`src/rtl/paralelo_a_serial_param.sv`:
```
// Parametrised parallel-to-serial lane stage: idle-symbol link training, then valid/ready words
// shifted out one bit per clk32f cycle. Optional underrun counter via `PTOS_IDLE_CNT_EN.
module paralelo_a_serial_param #(
  parameter int               WIDTH       = 8,
  parameter logic [WIDTH-1:0] IDLE_SYMBOL = WIDTH'(8'hBC),
  parameter int               TRAIN_WORDS = 4,
  parameter bit               MSB_FIRST   = 1'b1
) (
  input  logic             clk32f,
  input  logic             reset,
  input  logic [WIDTH-1:0] in,
  input  logic             in_valid,
  output logic             in_ready,
  output logic             out,
  output logic             frame_start,
  output logic             link_active
`ifdef PTOS_IDLE_CNT_EN
  ,
  output logic [15:0]      idle_cnt
`endif
);

  localparam int CW  = $clog2(WIDTH);
  localparam int TCW = (TRAIN_WORDS > 1) ? $clog2(TRAIN_WORDS) : 1;
  localparam logic [CW-1:0]  LAST_BIT   = CW'(WIDTH - 1);
  localparam logic [TCW-1:0] LAST_TRAIN = TCW'(TRAIN_WORDS - 1);

  typedef enum logic {
    TRAIN,
    ACTIVE
  } state_t;

  state_t           state;
  state_t           state_next;
  logic [CW-1:0]    cnt;
  logic [TCW-1:0]   train_cnt;
  logic [WIDTH-1:0] shift_reg;
  logic [WIDTH-1:0] next_word;
  logic             boundary;
  logic             take;

  assign boundary  = (cnt == LAST_BIT);
  assign take      = in_valid && in_ready;
  assign next_word = take ? in : IDLE_SYMBOL;

  always_ff @(posedge clk32f) begin
    if (reset) begin
      state <= TRAIN;
    end else begin
      state <= state_next;
    end
  end

  // Training ends on the load edge that starts the last idle training frame.
  always_comb begin
    state_next = state;
    if (state == TRAIN && boundary && train_cnt == LAST_TRAIN) begin
      state_next = ACTIVE;
    end
  end

  always_comb begin
    in_ready = !reset && (state == ACTIVE) && boundary;
  end

  always_ff @(posedge clk32f) begin
    if (reset) begin
      train_cnt   <= '0;
      link_active <= 1'b0;
    end else begin
      if (state == TRAIN && boundary && train_cnt != LAST_TRAIN) begin
        train_cnt <= train_cnt + 1'b1;
      end
      if (state_next == ACTIVE) begin
        link_active <= 1'b1;
      end
    end
  end

  // The first bit goes straight to out on the load edge, so the shift register keeps the
  // remaining bits pre-shifted and always presents the next bit at its output end.
  always_ff @(posedge clk32f) begin
    if (reset) begin
      cnt         <= LAST_BIT;
      shift_reg   <= '0;
      out         <= 1'b0;
      frame_start <= 1'b0;
    end else if (boundary) begin
      cnt         <= '0;
      frame_start <= 1'b1;
      if (MSB_FIRST) begin
        out       <= next_word[WIDTH-1];
        shift_reg <= {next_word[WIDTH-2:0], 1'b0};
      end else begin
        out       <= next_word[0];
        shift_reg <= {1'b0, next_word[WIDTH-1:1]};
      end
    end else begin
      cnt         <= cnt + 1'b1;
      frame_start <= 1'b0;
      if (MSB_FIRST) begin
        out       <= shift_reg[WIDTH-1];
        shift_reg <= {shift_reg[WIDTH-2:0], 1'b0};
      end else begin
        out       <= shift_reg[0];
        shift_reg <= {1'b0, shift_reg[WIDTH-1:1]};
      end
    end
  end

`ifdef PTOS_IDLE_CNT_EN
  // Only underrun idles after training count; saturates rather than wrapping.
  always_ff @(posedge clk32f) begin
    if (reset) begin
      idle_cnt <= 16'h0000;
    end else if (boundary && state == ACTIVE && !take && idle_cnt != 16'hFFFF) begin
      idle_cnt <= idle_cnt + 16'h0001;
    end
  end
`endif

endmodule

```
`config.mk`:
```
export PLATFORM = sky130hd
export DESIGN_NAME = paralelo_a_serial_param
export DESIGN_NICKNAME = d
export VERILOG_FILES = /design/src/rtl/paralelo_a_serial_param.sv
export SDC_FILE = /design/constraint.sdc
export NUM_CORES = 1
export LEC_CHECK = 0
export ABC_AREA = 0
export CAP_MARGIN = 20
export CORE_MARGIN = 2
export CORE_UTILIZATION = 46
export DETAILED_ROUTE_END_ITERATION = 10
export HOLD_SLACK_MARGIN = 0.1
export PLACE_DENSITY = 0.71
export SETUP_SLACK_MARGIN = 0.4
export SLEW_MARGIN = 0
export SYNTH_ARGS = -nofsm -noshare
export SYNTH_HDL_FRONTEND = slang
export SYNTH_SLANG_ARGS = --single-unit
```
`constraint.sdc`:
```
create_clock -name clk32f -period 1.5 [get_ports clk32f]
set_clock_uncertainty 0.05 [all_clocks]
set_input_delay 0.3 -clock clk32f [delete_from_list [all_inputs] [get_ports clk32f]]
set_output_delay 0.3 -clock clk32f [all_outputs]
set_load 0.03 [all_outputs]
```
==> impl_metrics.env, run 1 <==
export IMPL_antenna_found_initial=0
export IMPL_cts_root_buf="clkbuf_4"
export IMPL_synth_top_area_cell="dfxtp_1"
export IMPL_drt_iter0_drc=6
export IMPL_syn_inst=61
export IMPL_antenna_cells=0
export IMPL_vias=508
export IMPL_gp_congestion=0.691
export IMPL_postLayoutCoreUtil=0.735
export IMPL_min_period_ps=1630
export IMPL_grt_total_usage=0.170
export IMPL_clockBufferDepth=2
export IMPL_setup_viol=2
export IMPL_syn_area_per_cell_um2=10.5
export IMPL_crit_chain="ha_4, ha_4, and3b_2, buf_6"
export IMPL_route_layer_met1_wl_um=490
export IMPL_rsz0062_at_grt="true"
export IMPL_largest_register_ffs=7
export IMPL_synth_top_cell_area_share=0.499
export IMPL_crit_slowest_cell="dfxtp_2"
export IMPL_min_period_over_period=1.08
export IMPL_boundaryPins=15
export IMPL_peakVddDrop_v=0.000693
export IMPL_rows=13
export IMPL_clock_fmax_mhz=615
export IMPL_end_kind="output pin"
export IMPL_ys_ff_latch=16
export IMPL_syn_nets=76
export IMPL_avgViaCountPerCell=5.24
export IMPL_dp_hpwl_um=857
export IMPL_worst_path_max_fanout=2
export IMPL_critical_path_buf_inv_count=1
export IMPL_highest_layer="met4"
export IMPL_required_ps=1150
export IMPL_overflow=0
export IMPL_cts_made_buffers=3
export IMPL_synth_cell_types=19
export IMPL_clock_latency_ps=280
export IMPL_pre_cts_ws_ps=0.440
export IMPL_ant_nets=0
export IMPL_drive_above_1_share=0.402
export IMPL_slew_viol_final=0
export IMPL_yosysWarnings=0
export IMPL_multiInputGateArea_um2=375
export IMPL_cpPeakStageDelay_ps=350
export IMPL_arrival_ps=1280
export IMPL_die_width_um=41.4
export IMPL_drcViolationCount=0
export IMPL_ys_top_cells_by_area="dfxtp_1 50%, and4b_1 7.8%, ha_1 7.8%"
export IMPL_grt_pass1_vias=456
export IMPL_status="finished, violations left"
export IMPL_die_area_um2=1710
export IMPL_cts_tree="built"
export IMPL_p_per_area_nw_per_um2=1180
export IMPL_grt_max_degree=18
export IMPL_die_y_um=41.4
export IMPL_cap_violations=0
export IMPL_final_hold_viol_count=0
export IMPL_wire_per_inst_um=12.4
export IMPL_core_area_um2=1300
export IMPL_clk_pin_slew_ps=90
export IMPL_crit_top_cell="ha_4"
export IMPL_critPathTopFamily="flip-flops"
export IMPL_min_path_type="flop to flop"
export IMPL_fin_ws_ps=-127
export IMPL_clock_sinks=16
export IMPL_area_growth_pct=48.9
export IMPL_routed_wl_um=1210
export IMPL_fillCellCount=103
export IMPL_yosysSeqAreaShare=0.499
export IMPL_tightestPinTransition_ps=289
export IMPL_firstDrtPassIters=4
export IMPL_critPathKind="flop to output pin"
export IMPL_htree_num_levels=1
export IMPL_seqCellArea_um2=327
export IMPL_leakage_nw=0.394
export IMPL_violations="setup timing"
export IMPL_met3_wirelength_um=46
export IMPL_netlist_area_um2=642
export IMPL_cp_start_kind="flop"
export IMPL_grt_pass1_wl_um=1780
export IMPL_portBuffers=14
export IMPL_wl_met2_um=664
export IMPL_nNetsFinal=99
export IMPL_maxSlewHeadroom=0.807
export IMPL_initial_core_util=0.493
[area by class of cell]
cell class                      instances  share of cell area
Multi-Input combinational cell         41               0.393
Tap cell                               15              0.0196
Sequential cell                        16               0.342
Clock buffer                            3              0.0236
Timing Repair Buffer                   21               0.219
Inverter                                1             0.00393
[cells in the mapped netlist]
library cell and instances:
dfxtp_1 16, nor2_1 7, and4b_1 5, nor3_1 5
a21oi_1 4, ha_1 4, nand2b_1 4, buf_2 2
nand4_1 2, nor2b_1 2, or2_2 2, and3_1 1
and3b_1 1, buf_6 1, inv_1 1, mux2_1 1
mux2i_1 1, nor3b_4 1, o21bai_1 1
[repair_timing]
item,in CTS,in global routing
endpoints found under the setup margin,16,19
endpoints found under the hold margin,0,0
cloned,0,0
hold buffers,0,0
pin swaps,5,2
buffers inserted,3,1
gates resized for setup,33,4
[worst min-delay path: stages, from the launching register on]
cell and delay, ps:
dfxtp_1 310, nor2_1 80, nor3_1 50
[worst paths after layout]
path,slack (ps),cells after the start,start,to
hold / removal,410,2,shift_reg[7]$_SDFF_PP0_,out$_SDFF_PP0_
setup / recovery,-130,4,cnt[0]$_SDFF_PP1_,in_ready
hold reg to reg,410,2,shift_reg[7]$_SDFF_PP0_,out$_SDFF_PP0_
setup reg to reg,-10,6,cnt[0]$_SDFF_PP1_,train_cnt[0]$_SDFFE_PP0P_
[layer usage]
metal | up-vias | track usage
li1 | 255 | -
met1 | 243 | 0.169
met2 | 8 | 0.324
met3 | 2 | 0.0319
met4 | 0 | 0.0968
met5 | - | 0
[report_power, final]
group,internal (W),switching [W]
registers,0.000494,0.0000415
clock network,0.0000930,0.000126
logic,0.000216,0.000153
[kinds of logic after synthesis]
group	synth area share
mux	0.0331
simple gates	0.308
fa+ha+maj	0.0780
flops	0.499
buf+inv	0.0390
compound gates	0.0429
[per-stage QoR]
step	area, um^2	setup TNS [ps]	power [W]	std cells	hold slack [ps]
after floorplan	689	0	0.000744	61	322
after global placement	841	0	0.000812	90	382
after detailed placement	841	0	0.000831	90	394
after CTS	931	-176	0.00113	96	418
after global routing	956	-264	0.00119	97	433
final	956	-134	0.00112	97	411
[cell usage in the layout, fill, tap and decap left out, drive strengths merged, types with 3 or more instances in the layout]
cell	count
a21oi	4
and4b	5
buf	11
clkbuf	3
clkdlybuf4s50	10
dfxtp	16
ha	4
nand2b	4
nor2	7
nor3	5
(Power assumes the default switching activity.)
==> run 2, diff against run 1 <==
- ABC_AREA: 0 -> unset
- SLEW_MARGIN: 0 -> 30
==> results of run 2 <==
Final layout, timing and power as in run 1 (identical DEF).
==> run 3, diff against run 2 <==
- PLACE_DENSITY: 0.71 -> 0.75
==> run 3 against run 2 <==
The run still ends with setup timing left. Routed wire length down 0.25%. Critical path depth unchanged. Sequential share of layout area up 0.50 points. Worst hold slack worse by 4.1 ps. Setup slack better by 5.7 ps. Register-to-register slack about the same. Sequential power about the same. Sequential cell count unchanged. Cell area down 1.4%.
==> impl_metrics.env, run 3 (synthesis results as in run 1) <==
export IMPL_die_y_um=41.4
export IMPL_overflow=0
export IMPL_violations="setup timing"
export IMPL_slew_viol_final=0
export IMPL_ant_nets=0
export IMPL_pre_cts_ws_ps=-1.38
export IMPL_drcViolationCount=0
export IMPL_peakVddDrop_v=0.000846
export IMPL_wire_per_inst_um=12.5
export IMPL_rows=13
export IMPL_die_area_um2=1710
export IMPL_tightestPinTransition_ps=403
export IMPL_arrival_ps=1270
export IMPL_dp_hpwl_um=804
export IMPL_final_common_cell="dfxtp_1"
export IMPL_clock_latency_ps=280
export IMPL_worst_path_max_fanout=2
export IMPL_final_cell_mix="11 x dfxtp_1, 10 x clkdlybuf4s50_1, 7 x nor2_1"
export IMPL_min_period_over_period=1.08
export IMPL_portBuffers=14
export IMPL_grt_pass1_vias=406
export IMPL_grt_total_usage=0.161
export IMPL_min_path_type="flop to flop"
export IMPL_maxSlewHeadroom=0.731
export IMPL_clock_fmax_mhz=617
export IMPL_required_ps=1150
export IMPL_antenna_found_initial=0
export IMPL_cts_tree="built"
export IMPL_firstDrtPassIters=2
export IMPL_drt_iter0_drc=7
export IMPL_antenna_cells=0
export IMPL_end_kind="output pin"
export IMPL_cap_violations=0
export IMPL_leakage_nw=0.391
export IMPL_die_width_um=41.4
export IMPL_boundaryPins=15
export IMPL_htree_num_levels=1
export IMPL_final_hold_viol_count=0
export IMPL_rsz0062_at_grt="true"
export IMPL_cts_root_buf="clkbuf_4"
export IMPL_clockBufferDepth=2
export IMPL_vias=494
export IMPL_initial_core_util=0.493
export IMPL_gp_congestion=0.683
export IMPL_drive_above_1_share=0.383
export IMPL_grt_max_degree=18
export IMPL_clk_pin_slew_ps=90
export IMPL_totalPowerFinal_w=0.00116
export IMPL_min_period_ps=1620
export IMPL_cts_made_buffers=3
export IMPL_status="finished, violations left"
export IMPL_stdcell_area_um2=942
export IMPL_avgViaCountPerCell=5.15
export IMPL_clock_sinks=16
export IMPL_routed_wl_um=1200
export IMPL_core_area_um2=1300
export IMPL_largest_register_ffs=7
export IMPL_p_per_area_nw_per_um2=1230
export IMPL_fin_ws_ps=-122
export IMPL_place_area_um2=833
export IMPL_cp_start_kind="flop"
export IMPL_grt_pass1_wl_um=1700
export IMPL_critPathKind="flop to output pin"
export IMPL_nNetsFinal=97
export IMPL_setup_viol=2
export IMPL_area_growth_pct=46.8
[run 3: what timing repair did]
item                       in CTS  in global routing
hold endpoints to repair        0                  0
setup endpoints to repair      17                 19
hold buffers                    0                  0
buffers inserted                3                  0
pin swaps                       2                  2
gates resized for setup        30                  4
[run 3: critical path, cell delays in order, from the launching register on]
cell	delay, ps
dfxtp_2	340
ha_4	160
ha_4	150
and3b_2	200
buf_6	140
[run 3: final timing paths]
kind | start | to | slack (ps) | cells after the start
hold / removal | shift_reg[1]$_SDFF_PP0_ | shift_reg[2]$_SDFF_PP0_ | 410 | 2
setup / recovery | cnt[0]$_SDFF_PP1_ | in_ready | -120 | 4
hold reg to reg | shift_reg[1]$_SDFF_PP0_ | shift_reg[2]$_SDFF_PP0_ | 410 | 2
setup reg to reg | cnt[0]$_SDFF_PP1_ | train_cnt[0]$_SDFFE_PP0P_ | 0 | 6
[run 3: report_power, final]
part	switching, W	internal, W	leakage, nW
Combinational	0.000142	0.000205	0.237
Clock	0.000133	0.000148	0.0210
Sequential	0.0000399	0.000493	0.133
[run 3: cell type report]
| cell class | count | area (um^2) |
|---|---|---|
| clock buffers | 4 | 36.3 |
| fillers | 103 | 359 |
| inverters | 1 | 3.75 |
| multi-input cells | 41 | 367 |
| flip-flops and latches | 16 | 327 |
| well taps | 15 | 18.8 |
| repair buffers | 19 | 190 |
[run 3: through the flow]
step | TNS (ps) | util | cells | hold WS [ps]
after floorplan | 0 | - | 61 | 322
after global placement | 0 | 0.640 | 89 | 383
after detailed placement | -1.38 | 0.640 | 89 | 393
after CTS | -139 | 0.708 | 96 | 407
after global routing | -259 | 0.724 | 96 | 418
final | -124 | 0.724 | 96 | 407
[run 3: routing by layer]
metal / global-route usage / share of wire / routed length [um] / vias up
met5: 0 / 0 / 0 / -
met4: 0.121 / 0.010 / 12 / 0
met3: 0.0319 / 0.038 / 46 / 2
met2: 0.246 / 0.46 / 556 / 8
met1: 0.199 / 0.49 / 589 / 228
li1: - / - / - / 256
